--- config.mk ---
export PLATFORM = sky130hd
export DESIGN_NAME = tt_um_quad_decoder_shivam
export DESIGN_NICKNAME = d
export VERILOG_FILES = /design/src/rtl/qdec_pkg.sv /design/src/rtl/qdec_sync_filter.sv /design/src/rtl/tt_um_quad_decoder_shivam.sv
export SDC_FILE = /design/constraint.sdc
export NUM_CORES = 1
export LEC_CHECK = 0
export ABC_AREA = 1
export CORE_MARGIN = 2
export CORE_UTILIZATION = 50
export DETAILED_ROUTE_END_ITERATION = 6
export DONT_BUFFER_PORTS = 1
export HOLD_SLACK_MARGIN = 0.12
export PLACE_DENSITY = 0.66
export SKIP_CTS_REPAIR_TIMING = 1
export SLEW_MARGIN = 20
export SYNTH_ARGS = -nofsm -noshare
export SYNTH_HDL_FRONTEND = slang
export SYNTH_SLANG_ARGS = --single-unit
--- constraint.sdc ---
create_clock -name clk -period 3.5 [get_ports clk]
set_input_delay 0.875 -clock clk [delete_from_list [all_inputs] [get_ports clk]]
set_output_delay 0.875 -clock clk [all_outputs]
set_load 0.1 [all_outputs]
--- src/rtl/qdec_pkg.sv ---
// qdec_pkg: shared constants for the quadrature decoder tile.
// Gray states are {B,A}; the forward rotation is 00 -> 01 -> 11 -> 10 -> 00.
package qdec_pkg;

   localparam logic [1:0] ST_00 = 2'b00;
   localparam logic [1:0] ST_01 = 2'b01;
   localparam logic [1:0] ST_11 = 2'b11;
   localparam logic [1:0] ST_10 = 2'b10;

   // ui_in bit positions
   localparam int unsigned PIN_A    = 0;
   localparam int unsigned PIN_B    = 1;
   localparam int unsigned PIN_HOLD = 2;
   localparam int unsigned PIN_CLR  = 3;

   // uio_out bit positions
   localparam int unsigned PIN_UP  = 0;
   localparam int unsigned PIN_DN  = 1;
   localparam int unsigned PIN_ERR = 2;

   localparam int unsigned FILT_CYCLES_DEF = 3;

   // Successor of a Gray state in the forward direction.
   function automatic logic [1:0] gray_fwd(input logic [1:0] s);
      logic [1:0] n;
      unique case (s)
         ST_00:   n = ST_01;
         ST_01:   n = ST_11;
         ST_11:   n = ST_10;
         default: n = ST_00;
      endcase
      return n;
   endfunction

endpackage

--- src/rtl/qdec_sync_filter.sv ---
// qdec_sync_filter: 2-flop synchroniser plus persistence filter for the {B,A} phases.
// q_upd_o is high in the cycle before the accepting edge so the caller can register the
// decoded step on the same edge that q loads; q_o is the value being accepted and q_prev_o
// the value currently held. init_o rises on the first acceptance after reset (that
// acceptance itself sees init_o low), or once the reset value has been stable for
// FILT_CYCLES cycles.
module qdec_sync_filter
   import qdec_pkg::*;
#(
   parameter int unsigned FILT_CYCLES = FILT_CYCLES_DEF
) (
   input  logic       clk_i,
   input  logic       rst_ni,
   input  logic [1:0] ab_i,
   output logic [1:0] q_o,
   output logic       q_upd_o,
   output logic [1:0] q_prev_o,
   output logic       init_o
);

   localparam logic [3:0] FiltMax = 4'(FILT_CYCLES);

   logic [1:0] s1_q, s2_q;
   logic [1:0] q_q, q_d;
   logic [1:0] cand_q, cand_d;
   logic [3:0] cnt_q, cnt_d, cnt_inc;
   logic [3:0] stab_q, stab_d, stab_inc;
   logic       init_q, init_d;
   logic       upd;

   // Filter: count cycles a new, unchanging s2 differs from q; accept at FILT_CYCLES.
   always_comb begin
      q_d     = q_q;
      cand_d  = cand_q;
      cnt_d   = '0;
      cnt_inc = '0;
      upd     = 1'b0;
      if (s2_q != q_q) begin
         // A different candidate mid-count restarts the run at 1.
         cnt_inc = (cnt_q == '0 || s2_q != cand_q) ? 4'd1 : cnt_q + 4'd1;
         cand_d  = s2_q;
         if (cnt_inc == FiltMax) begin
            q_d = s2_q;
            upd = 1'b1;
         end else begin
            cnt_d = cnt_inc;
         end
      end
   end

   // Init: set by the first acceptance, or by the reset value holding for FILT_CYCLES.
   always_comb begin
      init_d   = init_q;
      stab_d   = '0;
      stab_inc = stab_q + 4'd1;
      if (!init_q) begin
         if (upd) begin
            init_d = 1'b1;
         end else if (s2_q == q_q) begin
            if (stab_inc == FiltMax) init_d = 1'b1;
            else                     stab_d = stab_inc;
         end
      end
   end

   // Synchroniser, filter and init state.
   always_ff @(posedge clk_i or negedge rst_ni) begin
      if (!rst_ni) begin
         s1_q   <= '0;
         s2_q   <= '0;
         q_q    <= '0;
         cand_q <= '0;
         cnt_q  <= '0;
         stab_q <= '0;
         init_q <= 1'b0;
      end else begin
         s1_q   <= ab_i;
         s2_q   <= s1_q;
         q_q    <= q_d;
         cand_q <= cand_d;
         cnt_q  <= cnt_d;
         stab_q <= stab_d;
         init_q <= init_d;
      end
   end

   assign q_o      = s2_q;
   assign q_upd_o  = upd;
   assign q_prev_o = q_q;
   assign init_o   = init_q;

endmodule

--- src/rtl/tt_um_quad_decoder_shivam.sv ---
// tt_um_quad_decoder_shivam: quadrature encoder front-end tile. Emits one-cycle up/down
// pulses on uio for a downstream counter, an 8-bit wrapping position on uo_out and a sticky
// illegal-transition flag. Define QDEC_X1_EN for X1 counting (only the 10<->00 step counts);
// the default build counts every legal step (X4).
module tt_um_quad_decoder_shivam
   import qdec_pkg::*;
#(
   parameter int unsigned FILT_CYCLES = FILT_CYCLES_DEF,
   parameter int unsigned POS_W       = 8
) (
   input  logic       clk,
   input  logic       rst_n,
   input  logic       ena,
   input  logic [7:0] ui_in,
   output logic [7:0] uo_out,
   input  logic [7:0] uio_in,
   output logic [7:0] uio_out,
   output logic [7:0] uio_oe
);

   localparam logic [POS_W-1:0] PosOne = 1;

   logic [1:0]       ctl_s1_q, ctl_s2_q;  // {clear, hold}
   logic [1:0]       acc_ab, acc_prev;
   logic             acc_upd, filt_init;
   logic             step_up, step_dn, step_err;
   logic             hold_s, clr_s;
   logic [POS_W-1:0] pos_q, pos_d;
   logic             err_q, err_d;
   logic             up_q, dn_q;
   logic             unused_inputs;

   qdec_sync_filter #(
      .FILT_CYCLES(FILT_CYCLES)
   ) u_sync_filter (
      .clk_i   (clk),
      .rst_ni  (rst_n),
      .ab_i    ({ui_in[PIN_B], ui_in[PIN_A]}),
      .q_o     (acc_ab),
      .q_upd_o (acc_upd),
      .q_prev_o(acc_prev),
      .init_o  (filt_init)
   );

   assign hold_s = ctl_s2_q[0];
   assign clr_s  = ctl_s2_q[1];

   // Step decode on each accepted transition once initialised.
   always_comb begin
      step_up  = 1'b0;
      step_dn  = 1'b0;
      step_err = 1'b0;
      if (acc_upd && filt_init) begin
         if ((acc_ab ^ acc_prev) == 2'b11) begin
            step_err = 1'b1;
`ifdef QDEC_X1_EN
         end else if (acc_prev == ST_10 && acc_ab == ST_00) begin
            step_up = 1'b1;
         end else if (acc_prev == ST_00 && acc_ab == ST_10) begin
            step_dn = 1'b1;
`else
         end else if (acc_ab == gray_fwd(acc_prev)) begin
            step_up = 1'b1;
         end else if (acc_prev == gray_fwd(acc_ab)) begin
            step_dn = 1'b1;
`endif
         end
      end
   end

   // Position and error next state; clear overrides a coincident step.
   always_comb begin
      pos_d = pos_q;
      err_d = err_q;
      if (step_up && !hold_s)      pos_d = pos_q + PosOne;
      else if (step_dn && !hold_s) pos_d = pos_q - PosOne;
      if (step_err) err_d = 1'b1;
      if (clr_s) begin
         pos_d = '0;
         err_d = 1'b0;
      end
   end

   // Control synchroniser, pulse, position and error registers.
   always_ff @(posedge clk or negedge rst_n) begin
      if (!rst_n) begin
         ctl_s1_q <= '0;
         ctl_s2_q <= '0;
         pos_q    <= '0;
         err_q    <= 1'b0;
         up_q     <= 1'b0;
         dn_q     <= 1'b0;
      end else begin
         ctl_s1_q <= {ui_in[PIN_CLR], ui_in[PIN_HOLD]};
         ctl_s2_q <= ctl_s1_q;
         pos_q    <= pos_d;
         err_q    <= err_d;
         up_q     <= step_up;
         dn_q     <= step_dn;
      end
   end

   // Output pin mapping.
   always_comb begin
      uio_out          = '0;
      uio_out[PIN_UP]  = up_q;
      uio_out[PIN_DN]  = dn_q;
      uio_out[PIN_ERR] = err_q;
   end

   assign uo_out = pos_q;
   assign uio_oe = 8'b0000_0111;

   assign unused_inputs = ^{ena, uio_in, ui_in[7:4]};

endmodule

==> run summary <==
Status = complete, no violations
DRC = 0
Final core occ = 0.564
Initial antenna violation count = 0
Via count = 1,243
TritonCTS Buffers = 5
Library cells used by synthesis = 30
# clock sinks = 32
Seq pwr share = 0.354
RSZ-0062 raised after global routing = no
Routed wire length = 2.94 mm
Global-route wire length before repair = 5.46 mm
Clk buf depth = 2
Final cell count without fillers = 255
FF-to-FF path depth = 15
Post-Syn Instances = 199
Slew Limit Headroom = 0.332
Critical Path AT = 3.24 ns
Logic pwr share = 0.444
Io pins = 43
N_diodes = 0
Total GRT Usage = 0.173
Number of synthesized register bits = 32
Number of iterations in the first detailed-routing pass = 4
Worst-path clk slew = 0.10 ns
PortBufs = 0
Vias in the first global route = 1,229
Critical path fanouts, max = 9
Sw Ratio = 0.458
Rows = 21
Mean Syn Cell Area = 9.14 µm²
Data required, critical path = 3.74 ns
Drt wl/cell = 11.5 µm
NetSw = 625 µW
Yosys warns = 0
Post-DP HPWL = 2.24 mm
Crit. End Element = flop
Die area = 4130 µm²
Total congestion overflow = 0
Max-slew violations = 0
Final net count = 238
CP Launch Type = flop
Clock share of power = 0.202
Peak VDD IR = 0.000295 V
Core area = 3420 µm²
Die Y = 64.3 µm
DR iter-0 viols = 59
Clock Skew = 0.0119 ns
Leak = 0.000969 µW
Final setup viols = 0
P_int = 741 µW
Worst Hold Slack = 0.214 ns
Worst R2R End = uo_out[6]
Register area share after synthesis = 0.440
Max-cap violation count = 0
Mapped cell area = 1820 µm²
Fillers = 319
Share of cells above drive strength 1 = 0.148
Total power divided by cell area = 710 nW/µm²
Pre-CTS setup slack = 0.530 ns
Post-layout minimum cycle time = 3.00 ns
Crit path kind = reg2reg
Worst-skew pair later-pin latency = 0.34 ns
RR Startpoint = u_sync_filter.cnt_q[0]
DP Cell Count = 247
Vias per cell = 4.87
Starting density of the core = 0.532
Die width = 64.3 µm
HP Class = in2async
Highest clock rate = 333 MHz
Worst-margin pin slew = 1.00 ns
Pin count of the biggest net entering global routing = 33
R2R setup slack = 0.50 ns
Setup WS post-layout = 0.497 ns
Routability congestion estimate = 0.767
Antenna-violating nets left = 0
H-Tree Depth = 2
Syn-to-layout area delta = 5.92%
Tcrit/Tclk final = 0.858
Final hold vios = 0
TritonCTS clock tree = built
Root Buffer = clkbuf_4
Final setup TNS = 0 ns
-- worst max path at each step --
stage	startpoint	end	slack, ns
2_1_floorplan	u_sync_filter.cnt_q[0]	uo_out[6]	0.87
3_3_place_gp	u_sync_filter.cnt_q[0]	uo_out[6]	0.63
3_5_place_dp	u_sync_filter.cnt_q[0]	uo_out[6]	0.53
4_1_cts	u_sync_filter.cnt_q[0]	uo_out[6]	0.51
5_1_grt	u_sync_filter.cnt_q[0]	uo_out[6]	0.19
6_report	u_sync_filter.cnt_q[0]	uo_out[6]	0.50
-- routing by layer --
layer | wire (µm) | track usage | up-vias
met2 | 1380 | 0.277 | 39
met5 | 0 | 0 | -
li1 | - | - | 622
met3 | 196 | 0.0475 | 8
met1 | 1290 | 0.214 | 574
met4 | 72 | 0.0878 | 0
-- synth_stat cells (all sizes together) --
cell	count	area share
inv	30	0.062
nand3b	1	0.0041
xor2	4	0.019
ha	10	0.069
nand4	3	0.019
buf	16	0.066
o21ai	11	0.039
a31oi	2	0.0069
o21a	1	0.0041
nand2	41	0.096
xnor2	7	0.034
o211ai	2	0.016
nor3	3	0.0083
a21oi	7	0.019
conb	2	0.0041
nor4	1	0.0034
nand3	12	0.036
nor2	13	0.044
fa	1	0.011
dfrtp	32	0.44
-- worst max-delay path: stages, from the launching register on --
cell and delay (ns):
dfrtp_1 0.44, ha_1 0.23, nand2_1 0.06, nand2_1 0.06, nor2_1 0.26, nand4_4 0.18, nor2_8 0.16, nand3_2 0.21
ha_1 0.43, a21oi_1 0.19, nand2_1 0.08, nand2_1 0.08, nand2_1 0.06, a21oi_1 0.15, xor2_1 0.20, o21ai_2 0.08
-- kinds of logic after synthesis --
| family | Yosys count | share of synthesized area |
|---|---|---|
| buffers and inverters | 46 | 0.128 |
| other | 2 | 0.00413 |
| adder cells (fa/ha/maj) | 11 | 0.0798 |
| flip-flops | 32 | 0.440 |
| AO/OA/AOI/OAI | 23 | 0.0846 |
| XOR/XNOR | 11 | 0.0530 |
| AND/OR/NAND/NOR | 74 | 0.210 |
-- layout by cell type (no fill, tap or decap) --
| cell type | count |
|---|---|
| ha_1 | 10 |
| clkbuf_1 | 1 |
| nor4_1 | 1 |
| o21ai_0 | 6 |
| o211ai_4 | 1 |
| xnor2_1 | 7 |
| clkbuf_4 | 5 |
| nand3_1 | 11 |
| o21ai_2 | 4 |
| a31oi_1 | 2 |
| nand4_4 | 1 |
| nand3_2 | 1 |
| inv_1 | 27 |
| nand4_1 | 2 |
| fa_1 | 1 |
| nor2_1 | 10 |
| bufinv_16 | 1 |
| dfrtp_1 | 32 |
| o211ai_1 | 1 |
| buf_4 | 7 |
| nor3_1 | 3 |
| a21oi_1 | 7 |
| xor2_1 | 4 |
| conb_1 | 13 |
| inv_2 | 3 |
| nand2_2 | 2 |
| o21ai_1 | 1 |
| o21a_1 | 1 |
| nand3b_1 | 1 |
| nor2_4 | 2 |
| nor2_8 | 1 |
| nand2_4 | 2 |
| clkinv_2 | 1 |
| nand2_1 | 37 |
-- power by group through the flow --
stage | sequential (µW) | clock, µW | combinational, µW
after floorplan | 592 | 0 | 422
after global placement | 488 | 0 | 589
after detailed placement | 492 | 0 | 605
after CTS | 484 | 284 | 609
after global routing | 495 | 302 | 664
final | 483 | 276 | 607
-- final cells by class --
| type | instances | area (µm²) | area share |
|---|---|---|---|
| Clock buffer | 6 | 41.3 | 0.0214 |
| Sequential cell | 32 | 801 | 0.416 |
| Inverter | 30 | 113 | 0.0585 |
| Multi-Input combinational cell | 132 | 826 | 0.429 |
| Clock inverter | 2 | 35.0 | 0.0182 |
| Tap cell | 46 | 57.6 | 0.0299 |
| Timing Repair Buffer | 7 | 52.6 | 0.0273 |
-- state kept, by name, indices dropped and copies added (netlist names) --
| name | flops |
|---|---|
| u_sync_filter.q_prev_o | 2 |
| u_sync_filter.q_o | 2 |
| dn_q | 1 |
| u_sync_filter.stab_q | 4 |
| ctl_s1_q | 2 |
| u_sync_filter.cand_q | 2 |
| ctl_s2_q | 2 |
| u_sync_filter.s1_q | 2 |
| uo_out | 8 |
| up_q | 1 |
| err_q | 1 |
| u_sync_filter.cnt_q | 4 |
| u_sync_filter.init_o | 1 |
-- through the flow --
step | total power, µW | cell area [µm²]
floorplan | 1010 | 1860
global placement | 1080 | 1850
detailed placement | 1100 | 1850
CTS | 1380 | 1930
global route | 1460 | 1930
finish | 1370 | 1930
Power figures use the tool's default switching activity.
